--- src/rtl/line_xfer_engine_if.sv ---
// Bus bundle between the cache controller, the line transfer engine and the RAM.
// It carries the request handshake, the cache word ports and the RAM port.
interface line_xfer_engine_if #(
  parameter int WORDS_PER_LINE = 4,
  parameter int ADDR_W         = 32
);
  localparam int IDX_W = $clog2(WORDS_PER_LINE);

  // Request handshake from the controller.
  logic              req_valid;
  logic              req_ready;
  logic              req_wb;
  logic              req_fill;
  logic [ADDR_W-1:0] wb_addr;
  logic [ADDR_W-1:0] fill_addr;

  // Cache data array side.
  logic [IDX_W-1:0]  wb_word_idx;
  logic [31:0]       wb_word_in;
  logic              fill_word_valid;
  logic [IDX_W-1:0]  fill_word_idx;
  logic [31:0]       fill_word_data;

  // Status.
  logic              done;
  logic              busy;

  // RAM port.
  logic              mem_we;
  logic              mem_re;
  logic [ADDR_W-1:0] mem_addr;
  logic [31:0]       mem_data_in;
  logic [31:0]       mem_data_out;

  // Engine side.
  modport slave (
    input  req_valid, req_wb, req_fill, wb_addr, fill_addr, wb_word_in, mem_data_out,
    output req_ready, wb_word_idx, fill_word_valid, fill_word_idx, fill_word_data,
           done, busy, mem_we, mem_re, mem_addr, mem_data_in
  );

  // Controller / RAM side.
  modport master (
    output req_valid, req_wb, req_fill, wb_addr, fill_addr, wb_word_in, mem_data_out,
    input  req_ready, wb_word_idx, fill_word_valid, fill_word_idx, fill_word_data,
           done, busy, mem_we, mem_re, mem_addr, mem_data_in
  );
endinterface

--- src/rtl/line_xfer_engine.sv ---
// Memory-side line transfer engine of the 2-way LRU cache controller.
// One request = optional writeback of the victim line, then optional fill of the
// new line, sequenced as word-by-word accesses to a big-endian byte RAM whose
// read data arrives one cycle after the read address.
module line_xfer_engine #(
  parameter int WORDS_PER_LINE = 4,
  parameter int ADDR_W         = 32
) (
  input logic               clk,
  input logic               rst,
  line_xfer_engine_if.slave bus
);

  localparam int IDX_W = $clog2(WORDS_PER_LINE);
  localparam int OFF_W = $clog2(4 * WORDS_PER_LINE);
  localparam int CNT_W = IDX_W + 1;

  localparam logic [CNT_W-1:0]  LAST_WB   = CNT_W'(WORDS_PER_LINE - 1);
  localparam logic [CNT_W-1:0]  LAST_FILL = CNT_W'(WORDS_PER_LINE);
  localparam logic [ADDR_W-1:0] LINE_MASK = ~(ADDR_W'((64'd1 << OFF_W) - 64'd1));

  typedef enum logic [1:0] {
    S_IDLE,
    S_WB,
    S_FILL,
    S_DONE
  } state_t;

  state_t            r_state;
  state_t            w_nextState;
  logic [CNT_W-1:0]  r_cnt;
  logic              r_fill;
  logic [ADDR_W-1:0] r_wbBase;
  logic [ADDR_W-1:0] r_fillBase;

  logic              w_accept;
  logic [IDX_W-1:0]  w_wbIdx;
  logic [IDX_W-1:0]  w_fillAddrIdx;
  logic [IDX_W-1:0]  w_fillPrevIdx;

  // Word i of a line sits at B + 4*i + 3: the RAM takes the address of the
  // least significant byte and stores the MSB three bytes below it.
  function automatic logic [ADDR_W-1:0] wordOffset(input logic [IDX_W-1:0] idx);
    return ADDR_W'({idx, 2'b11});
  endfunction

  assign w_accept = bus.req_valid && (r_state == S_IDLE);
  assign w_wbIdx  = r_cnt[IDX_W-1:0];

  // The fill counter runs one step past the last word to collect the final read;
  // that extra cycle reissues the last address (counter MSB set only at j=N).
  assign w_fillAddrIdx = r_cnt[IDX_W] ? {IDX_W{1'b1}} : r_cnt[IDX_W-1:0];

  // Read data seen now belongs to the address issued one cycle earlier.
  assign w_fillPrevIdx = IDX_W'(r_cnt - CNT_W'(1));

  // State register.
  always_ff @(posedge clk or posedge rst) begin
    if (rst) begin
      r_state <= S_IDLE;
    end else begin
      r_state <= w_nextState;
    end
  end

  // Next-state selection: writeback first, then fill, then the done pulse.
  always_comb begin
    w_nextState = r_state;
    case (r_state)
      S_IDLE: begin
        if (w_accept) begin
          if (bus.req_wb) begin
            w_nextState = S_WB;
          end else if (bus.req_fill) begin
            w_nextState = S_FILL;
          end else begin
            w_nextState = S_DONE;
          end
        end
      end
      S_WB: begin
        if (r_cnt == LAST_WB) begin
          w_nextState = r_fill ? S_FILL : S_DONE;
        end
      end
      S_FILL: begin
        if (r_cnt == LAST_FILL) begin
          w_nextState = S_DONE;
        end
      end
      S_DONE: begin
        w_nextState = S_IDLE;
      end
      default: begin
        w_nextState = S_IDLE;
      end
    endcase
  end

  // Request latch on accept and the per-phase word counter.
  always_ff @(posedge clk or posedge rst) begin
    if (rst) begin
      r_cnt      <= '0;
      r_fill     <= 1'b0;
      r_wbBase   <= '0;
      r_fillBase <= '0;
    end else begin
      case (r_state)
        S_IDLE: begin
          r_cnt <= '0;
          if (w_accept) begin
            r_fill     <= bus.req_fill;
            r_wbBase   <= bus.wb_addr & LINE_MASK;
            r_fillBase <= bus.fill_addr & LINE_MASK;
          end
        end
        S_WB: begin
          r_cnt <= (r_cnt == LAST_WB) ? '0 : r_cnt + CNT_W'(1);
        end
        S_FILL: begin
          r_cnt <= (r_cnt == LAST_FILL) ? '0 : r_cnt + CNT_W'(1);
        end
        default: begin
          r_cnt <= '0;
        end
      endcase
    end
  end

  // Output decode; every output idles at zero outside the phase that uses it.
  always_comb begin
    bus.req_ready       = 1'b0;
    bus.busy            = 1'b0;
    bus.done            = 1'b0;
    bus.mem_we          = 1'b0;
    bus.mem_re          = 1'b0;
    bus.mem_addr        = '0;
    bus.mem_data_in     = '0;
    bus.wb_word_idx     = '0;
    bus.fill_word_valid = 1'b0;
    bus.fill_word_idx   = '0;
    bus.fill_word_data  = '0;
    case (r_state)
      S_IDLE: begin
        bus.req_ready = 1'b1;
      end
      S_WB: begin
        bus.busy        = 1'b1;
        bus.mem_we      = 1'b1;
        bus.wb_word_idx = w_wbIdx;
        bus.mem_addr    = r_wbBase + wordOffset(w_wbIdx);
        bus.mem_data_in = bus.wb_word_in;
      end
      S_FILL: begin
        bus.busy     = 1'b1;
        bus.mem_re   = 1'b1;
        bus.mem_addr = r_fillBase + wordOffset(w_fillAddrIdx);
        if (r_cnt != '0) begin
          bus.fill_word_valid = 1'b1;
          bus.fill_word_idx   = w_fillPrevIdx;
          bus.fill_word_data  = bus.mem_data_out;
        end
      end
      S_DONE: begin
        bus.busy = 1'b1;
        bus.done = 1'b1;
      end
      default: begin
        bus.busy = 1'b0;
      end
    endcase
  end

endmodule

--- src/flat_wrapper.sv ---
// flat-port wrapper written by rule: the top's interface ports become plain ports
module line_xfer_engine_flat 
#(
  parameter int WORDS_PER_LINE = 4,
  parameter int ADDR_W         = 32
)
  (clk, rst, bus_req_valid, bus_req_wb, bus_req_fill, bus_wb_addr, bus_fill_addr, bus_wb_word_in, bus_mem_data_out, bus_req_ready, bus_wb_word_idx, bus_fill_word_valid, bus_fill_word_idx, bus_fill_word_data, bus_done, bus_busy, bus_mem_we, bus_mem_re, bus_mem_addr, bus_mem_data_in);
  line_xfer_engine_if #(.WORDS_PER_LINE(WORDS_PER_LINE), .ADDR_W(ADDR_W)) bus_i ();
  input logic clk;
  input logic rst;
  input wire logic [$bits(bus_i.req_valid)-1:0] bus_req_valid;
  input wire logic [$bits(bus_i.req_wb)-1:0] bus_req_wb;
  input wire logic [$bits(bus_i.req_fill)-1:0] bus_req_fill;
  input wire logic [$bits(bus_i.wb_addr)-1:0] bus_wb_addr;
  input wire logic [$bits(bus_i.fill_addr)-1:0] bus_fill_addr;
  input wire logic [$bits(bus_i.wb_word_in)-1:0] bus_wb_word_in;
  input wire logic [$bits(bus_i.mem_data_out)-1:0] bus_mem_data_out;
  output wire logic [$bits(bus_i.req_ready)-1:0] bus_req_ready;
  output wire logic [$bits(bus_i.wb_word_idx)-1:0] bus_wb_word_idx;
  output wire logic [$bits(bus_i.fill_word_valid)-1:0] bus_fill_word_valid;
  output wire logic [$bits(bus_i.fill_word_idx)-1:0] bus_fill_word_idx;
  output wire logic [$bits(bus_i.fill_word_data)-1:0] bus_fill_word_data;
  output wire logic [$bits(bus_i.done)-1:0] bus_done;
  output wire logic [$bits(bus_i.busy)-1:0] bus_busy;
  output wire logic [$bits(bus_i.mem_we)-1:0] bus_mem_we;
  output wire logic [$bits(bus_i.mem_re)-1:0] bus_mem_re;
  output wire logic [$bits(bus_i.mem_addr)-1:0] bus_mem_addr;
  output wire logic [$bits(bus_i.mem_data_in)-1:0] bus_mem_data_in;
  assign bus_i.req_valid = bus_req_valid;
  assign bus_i.req_wb = bus_req_wb;
  assign bus_i.req_fill = bus_req_fill;
  assign bus_i.wb_addr = bus_wb_addr;
  assign bus_i.fill_addr = bus_fill_addr;
  assign bus_i.wb_word_in = bus_wb_word_in;
  assign bus_i.mem_data_out = bus_mem_data_out;
  assign bus_req_ready = bus_i.req_ready;
  assign bus_wb_word_idx = bus_i.wb_word_idx;
  assign bus_fill_word_valid = bus_i.fill_word_valid;
  assign bus_fill_word_idx = bus_i.fill_word_idx;
  assign bus_fill_word_data = bus_i.fill_word_data;
  assign bus_done = bus_i.done;
  assign bus_busy = bus_i.busy;
  assign bus_mem_we = bus_i.mem_we;
  assign bus_mem_re = bus_i.mem_re;
  assign bus_mem_addr = bus_i.mem_addr;
  assign bus_mem_data_in = bus_i.mem_data_in;
  line_xfer_engine #(.WORDS_PER_LINE(WORDS_PER_LINE), .ADDR_W(ADDR_W)) u_core (.clk(clk), .rst(rst), .bus(bus_i));
endmodule
--- config.mk ---
export PLATFORM = sky130hd
export DESIGN_NAME = line_xfer_engine_flat
export DESIGN_NICKNAME = d
export VERILOG_FILES = /design/src/rtl/line_xfer_engine_if.sv /design/src/rtl/line_xfer_engine.sv /design/src/flat_wrapper.sv
export SDC_FILE = /design/constraint.sdc
export NUM_CORES = 1
export LEC_CHECK = 0
export CAP_MARGIN = 30
export CELL_PAD_IN_SITES_DETAIL_PLACEMENT = 0
export CELL_PAD_IN_SITES_GLOBAL_PLACEMENT = 1
export CORE_MARGIN = 8
export CORE_UTILIZATION = 28
export DETAILED_ROUTE_END_ITERATION = 6
export PLACE_DENSITY = 0.94
export SLEW_MARGIN = 30
export SYNTH_ARGS = -nofsm -noshare
export SYNTH_HDL_FRONTEND = slang
export SYNTH_SLANG_ARGS = --single-unit
--- constraint.sdc ---
create_clock -name clk -period 3.5 [get_ports clk]
set_input_delay 0.525 -clock clk [delete_from_list [all_inputs] [get_ports clk]]
set_output_delay 0.525 -clock clk [all_outputs]
set_load 0.03 [all_outputs]
======== Word-level counts from Yosys, hierarchy flattened ========
Index checks and enable logic that the tools add are counted.
operators by class
  add/sub/neg operators ................... 4
  $mul .................................... 0
  div/mod/pow operators ................... 0
  $lt $le $gt $ge ......................... 0
  equal/unequal tests ..................... 8
  shifts and indexed selects .............. 0
  multiplexer cells ....................... 25
  bitwise operators ....................... 0
  reduce and logical (&&, ||, !) cells .... 6
operators with widths
  kind                                                                count
  32-bit two-way mux                                                  3
  32-bit by 4-bit adder with 32-bit output                            2
  32-bit one-hot mux with 2 select lines                              1
  2-bit two-way mux                                                   8
  1-bit two-way mux                                                   9
  2-bit one-hot mux with 4 select lines                               1
  3-bit two-way mux                                                   2
  2-bit by 1-bit != test with 1-bit output, second input constant     3
  3-bit one-hot mux with 2 select lines                               1
  2-bit == test, second input constant                                2
  3-bit by 1-bit adder with 3-bit output, second input constant       1
  3-bit by 2-bit == test with 1-bit output, second input constant     1
  3-bit == test, second input constant                                1
  3-bit AND reduction                                                 1
  3-bit nonzero test                                                  1
  3-bit OR reduction                                                  1
  2-bit by 1-bit == test with 1-bit output, second input constant     1
  2-bit zero test                                                     1
  2-bit AND reduction                                                 1
  2-bit by 1-bit subtractor with 2-bit output, second input constant  1
  1-bit logical AND                                                   1
storage, ports and cells
  bits in registers ....................... 62
  bits in latches ......................... 0
  bits in writable memories ............... 0
  memory bits (read-only) ................. 0
  word-level logic and storage cells ...... 48
  memories kept ........................... 0

======== Depth between registers and ports, before layout ========
  depth in word-level cells ............... 4
  gate-level depth with buffers ........... 7

======== Worst setup path after synthesis ========
No wires, ideal clock.
  path type ............................... flip-flop to output port
  start ................................... register u_core.r_state[0]
  end ..................................... output port bus_mem_addr[2]
  data arrival time ....................... 2.001 ns
  required time ........................... 2.975 ns
  setup slack ............................. 0.974 ns
  stages on the path, launching flop included .. 7
  path buffers ............................ 2
  cell sequence ........................... dfrtp_1 -> inv_1 -> ha_1 -> buf_6 -> buf_2 -> o21ai_0 -> a21boi_0
on the way
  cells in the longest elaborated chain, start to end .. 2
  elaborated cells between the ends (all ways) .. 3
RTL lines
  what                                                                       line                     RTL
  start, declared                                                            line_xfer_engine.sv:29   state_t r_state;
  start signal, assigned                                                     line_xfer_engine.sv:62   r_state <= w_nextState;
  2-bit == test or 2-bit by 1-bit == test with 1-bit output (tied branches)  line_xfer_engine.sv:143  case (r_state)
  32-bit one-hot mux with 2 select lines *                                   line_xfer_engine.sv:143
  end, declared                                                              flat_wrapper.sv:27       output wire logic [$bits(bus_i.mem_addr)-1:0] bus_mem_addr;
Mark *: on every way between the ends. The rest lies on a longest branch, timed or not.

======== Worst setup path in the final report ========
  start ................................... register u_core.r_state[0]
  end ..................................... output port bus_mem_addr[20]
The elaborated chain is that of the path after synthesis.

==> results_dict.tcl <==
set metrics [dict create \
    dpl.hpwl_um 9530 \
    final_util_pct 49.7 \
    p_leak_uw 0.00270 \
    cts_made_buffers 9 \
    fin_crit_sh_pct 88.9 \
    p_sw_uw 2260 \
    synth_simple_gate_area_share_pct 17.8 \
    clock_latency_ns 0.32 \
    endpoint_kind "output pin" \
    dieArea_um2 16800 \
    worst-slew-pin-transition_ns 0.929 \
    grt_pass1_wl_um 18100 \
    io_pins 239 \
    sw_frac_of_total_pct 40.8 \
    max_freq_ghz 0.321 \
    synth-compound-area-share_pct 9.26 \
    drv_slew 0 \
    worstPathArrival_ns 2.59 \
    start_kind "flop" \
    rows 41 \
    synth_xor_area_share_pct 0 \
    antenna_cells 0 \
    hold_buffers 0 \
    hold_ws_ns 0.504 \
    combPwrFrac_pct 61.1 \
    use_met3_pct 4.44 \
    worstSetupPathType "reg -> out" \
    post_cts_buffers 0 \
    coreArea_um2 12600 \
    yosys.area_share.adder_pct 3.12 \
    clock-sinks 62 \
    drt-pass1-iter-count 4 \
    seqPwrFrac_pct 23.3 \
    clk_pin_slew_ns 0.05 \
    yosysWarnings 0 \
    synth_top_family_by_area "multiplexers" \
    drc 0 \
    routed-via-count 3119 \
    wl_per_cell_um 17.2 \
    hold_viol_final 0 \
    rsz0062_at_grt "false" \
    drv_cap 0 \
    power_density_nw_per_um2 885 \
    slew_headroom_pct 38.1 \
    dieWidth_um 130 \
    io_buffer_count 230 \
    netlist_area_um2 3610 \
    syn-num-nets 449 \
    ys_types 27 \
    htreeDepth 3 \
    antenna_found_initial 0 \
    die_y_um 130 \
    fin_nets 672 \
    grt_max_degree 63 \
    cts_tree "built" \
    setup_tns_ns 0 \
    use_met2_pct 24.8 \
    synth.avg_cell_area_um2 11.8 \
    period_minus_slack_ns 3.11 \
    irDropWorstVdd_uv 519 \
    clockBufferDepth 2 \
    drive_above_1_share_pct 22.5 \
    viasPerCell 4.42 \
    root_buffer "clkbuf_16" \
    required_ns 2.97 \
    initial_utilization_pct 28.6 \
    place_area_um2 5980 \
    fin_area_um2 6270 \
    postRouteAntennaNets 0 \
    clock_skew_ns 0.00536 \
    power_frac_clock_pct 15.6 \
    setup_violations 0 \
    grt_pass1_vias 3363 \
    busiest_layer "met2" \
    area_growth_syn_to_layout_pct 73.7 \
    grt_usage_pct 13.7 \
    min_path_type "reg -> reg" \
    postCtsResizedCells 0 \
    path_max_fanout 24 \
    ys_ff_latch 62 \
    p_int_uw 3280 \
    wl_um 12200 \
    gp_congestion 0.789 \
    overflow 0 \
    synth_mux_area_share_pct 21.5 \
    synthCells 307 \
    grt_use_met1_pct 14.8 \
    status "finished, final reports clean" \
    drt_iter0_markers 107 \
    synth_seq_area_share_pct 43.0 \
]
==> layout make-up <==
cell class | count | area, um2
clock buffers | 11 | 243
clock inverters | 4 | 47.5
multi-input cells | 213 | 1870
flip-flops and latches | 62 | 1550
repair buffers | 236 | 2310
fillers | 1138 | 6350
inverters | 8 | 30.0
well taps | 172 | 215
==> cells by family after synthesis <==
kind of cell    Yosys count
fa+ha+maj                 9
mux                      59
flops                    62
buf+inv                  32
compound gates           41
simple gates            104
==> per-layer routing <==
layer  share of wire [%]  wire length (um)
met3                  10              1230
met1                  39              4740
met2                  50              6080
met5                   0                 0
met4                 1.1               128
==> sequential cells by signal, summed over array words and instances, names as in the netlist <==
name / cells
u_core.r_cnt: 3
u_core.r_fill: 1
u_core.r_fillBase: 28
u_core.r_state: 2
u_core.r_wbBase: 28
==> layout by cell type, fill, tap and decap left out, types with 2 or more instances in the layout <==
cell               n
clkdlybuf4s50_1  195
mux2_2            27
buf_4             37
mux2_4            30
ha_1               8
mux2i_1            2
nor2b_1           29
and2_1            67
nand2_1            3
a21boi_0           3
inv_1              6
o21ai_0            3
buf_12             4
inv_2              2
a22oi_1           28
dfrtp_1           62
clkbuf_16          9
clkinv_2           2
a21boi_4           2
==> synthesized netlist by cell type <==
library cell / number / area share (%)
a21boi_4: 2 / 1.0
mux2_2: 27 / 8.4
buf_2: 9 / 1.2
inv_1: 7 / 0.73
dfrtp_1: 62 / 43
buf_6: 8 / 2.5
a22oi_1: 28 / 5.8
buf_4: 1 / 0.21
nand2b_1: 1 / 0.17
o2bb2ai_2: 1 / 0.42
clkbuf_1: 6 / 0.62
a21boi_0: 3 / 0.62
o211a_1: 1 / 0.28
mux2_4: 30 / 12
nor2_1: 1 / 0.10
nand3b_1: 1 / 0.21
o21a_1: 1 / 0.21
nor3b_1: 1 / 0.21
and2_1: 67 / 12
inv_2: 1 / 0.10
o31ai_1: 1 / 0.21
nand2_1: 4 / 0.42
ha_1: 9 / 3.1
mux2i_1: 2 / 0.55
nor2b_1: 29 / 5.0
o21ai_0: 3 / 0.42
o21ai_2: 1 / 0.24
==> worst paths after layout <==
check	startpoint	to	slack (ns)	depth (start not counted)
max	u_core.r_state[0]$_DFFE_PP0P_	bus_mem_addr[20]	0.39	5
min in group asynchronous	rst	u_core.r_wbBase[26]$_DFFE_PP0P_	0.76	3
min	u_core.r_fillBase[29]$_DFFE_PP0P_	u_core.r_fillBase[29]$_DFFE_PP0P_	0.50	1
max reg2reg	u_core.r_state[0]$_DFFE_PP0P_	u_core.r_wbBase[7]$_DFFE_PP0P_	1.46	4
max in group asynchronous	rst	u_core.r_state[1]$_DFFE_PP0P_	2.23	3
min reg2reg	u_core.r_fillBase[29]$_DFFE_PP0P_	u_core.r_fillBase[29]$_DFFE_PP0P_	0.50	1
==> worst max-delay path: stages, from the launching register on <==
cell,delay (ns)
dfrtp_1,0.39
inv_1,0.10
ha_1,0.55
buf_4,0.32
nor2b_1,0.20
clkdlybuf4s50_1,0.70
==> through the flow <==
stage          power (uW)  cells  setup slack (ns)
2_1_floorplan        3520    307             0.974
3_5_place_dp         4730    691             0.681
4_1_cts              5630    706             0.328
5_1_grt              5870    706             0.243
6_report             5550    706             0.387
3_3_place_gp         4650    691             0.778
==> power groups by stage <==
stage	registers (uW)	logic [uW]	clock network, uW
final	1290	3390	863
after global routing	1340	3620	917
after CTS	1290	3450	889
after detailed placement	1290	3440	0
after global placement	1270	3380	0
after floorplan	1230	2300	0
Power figures use the tool's default switching activity.
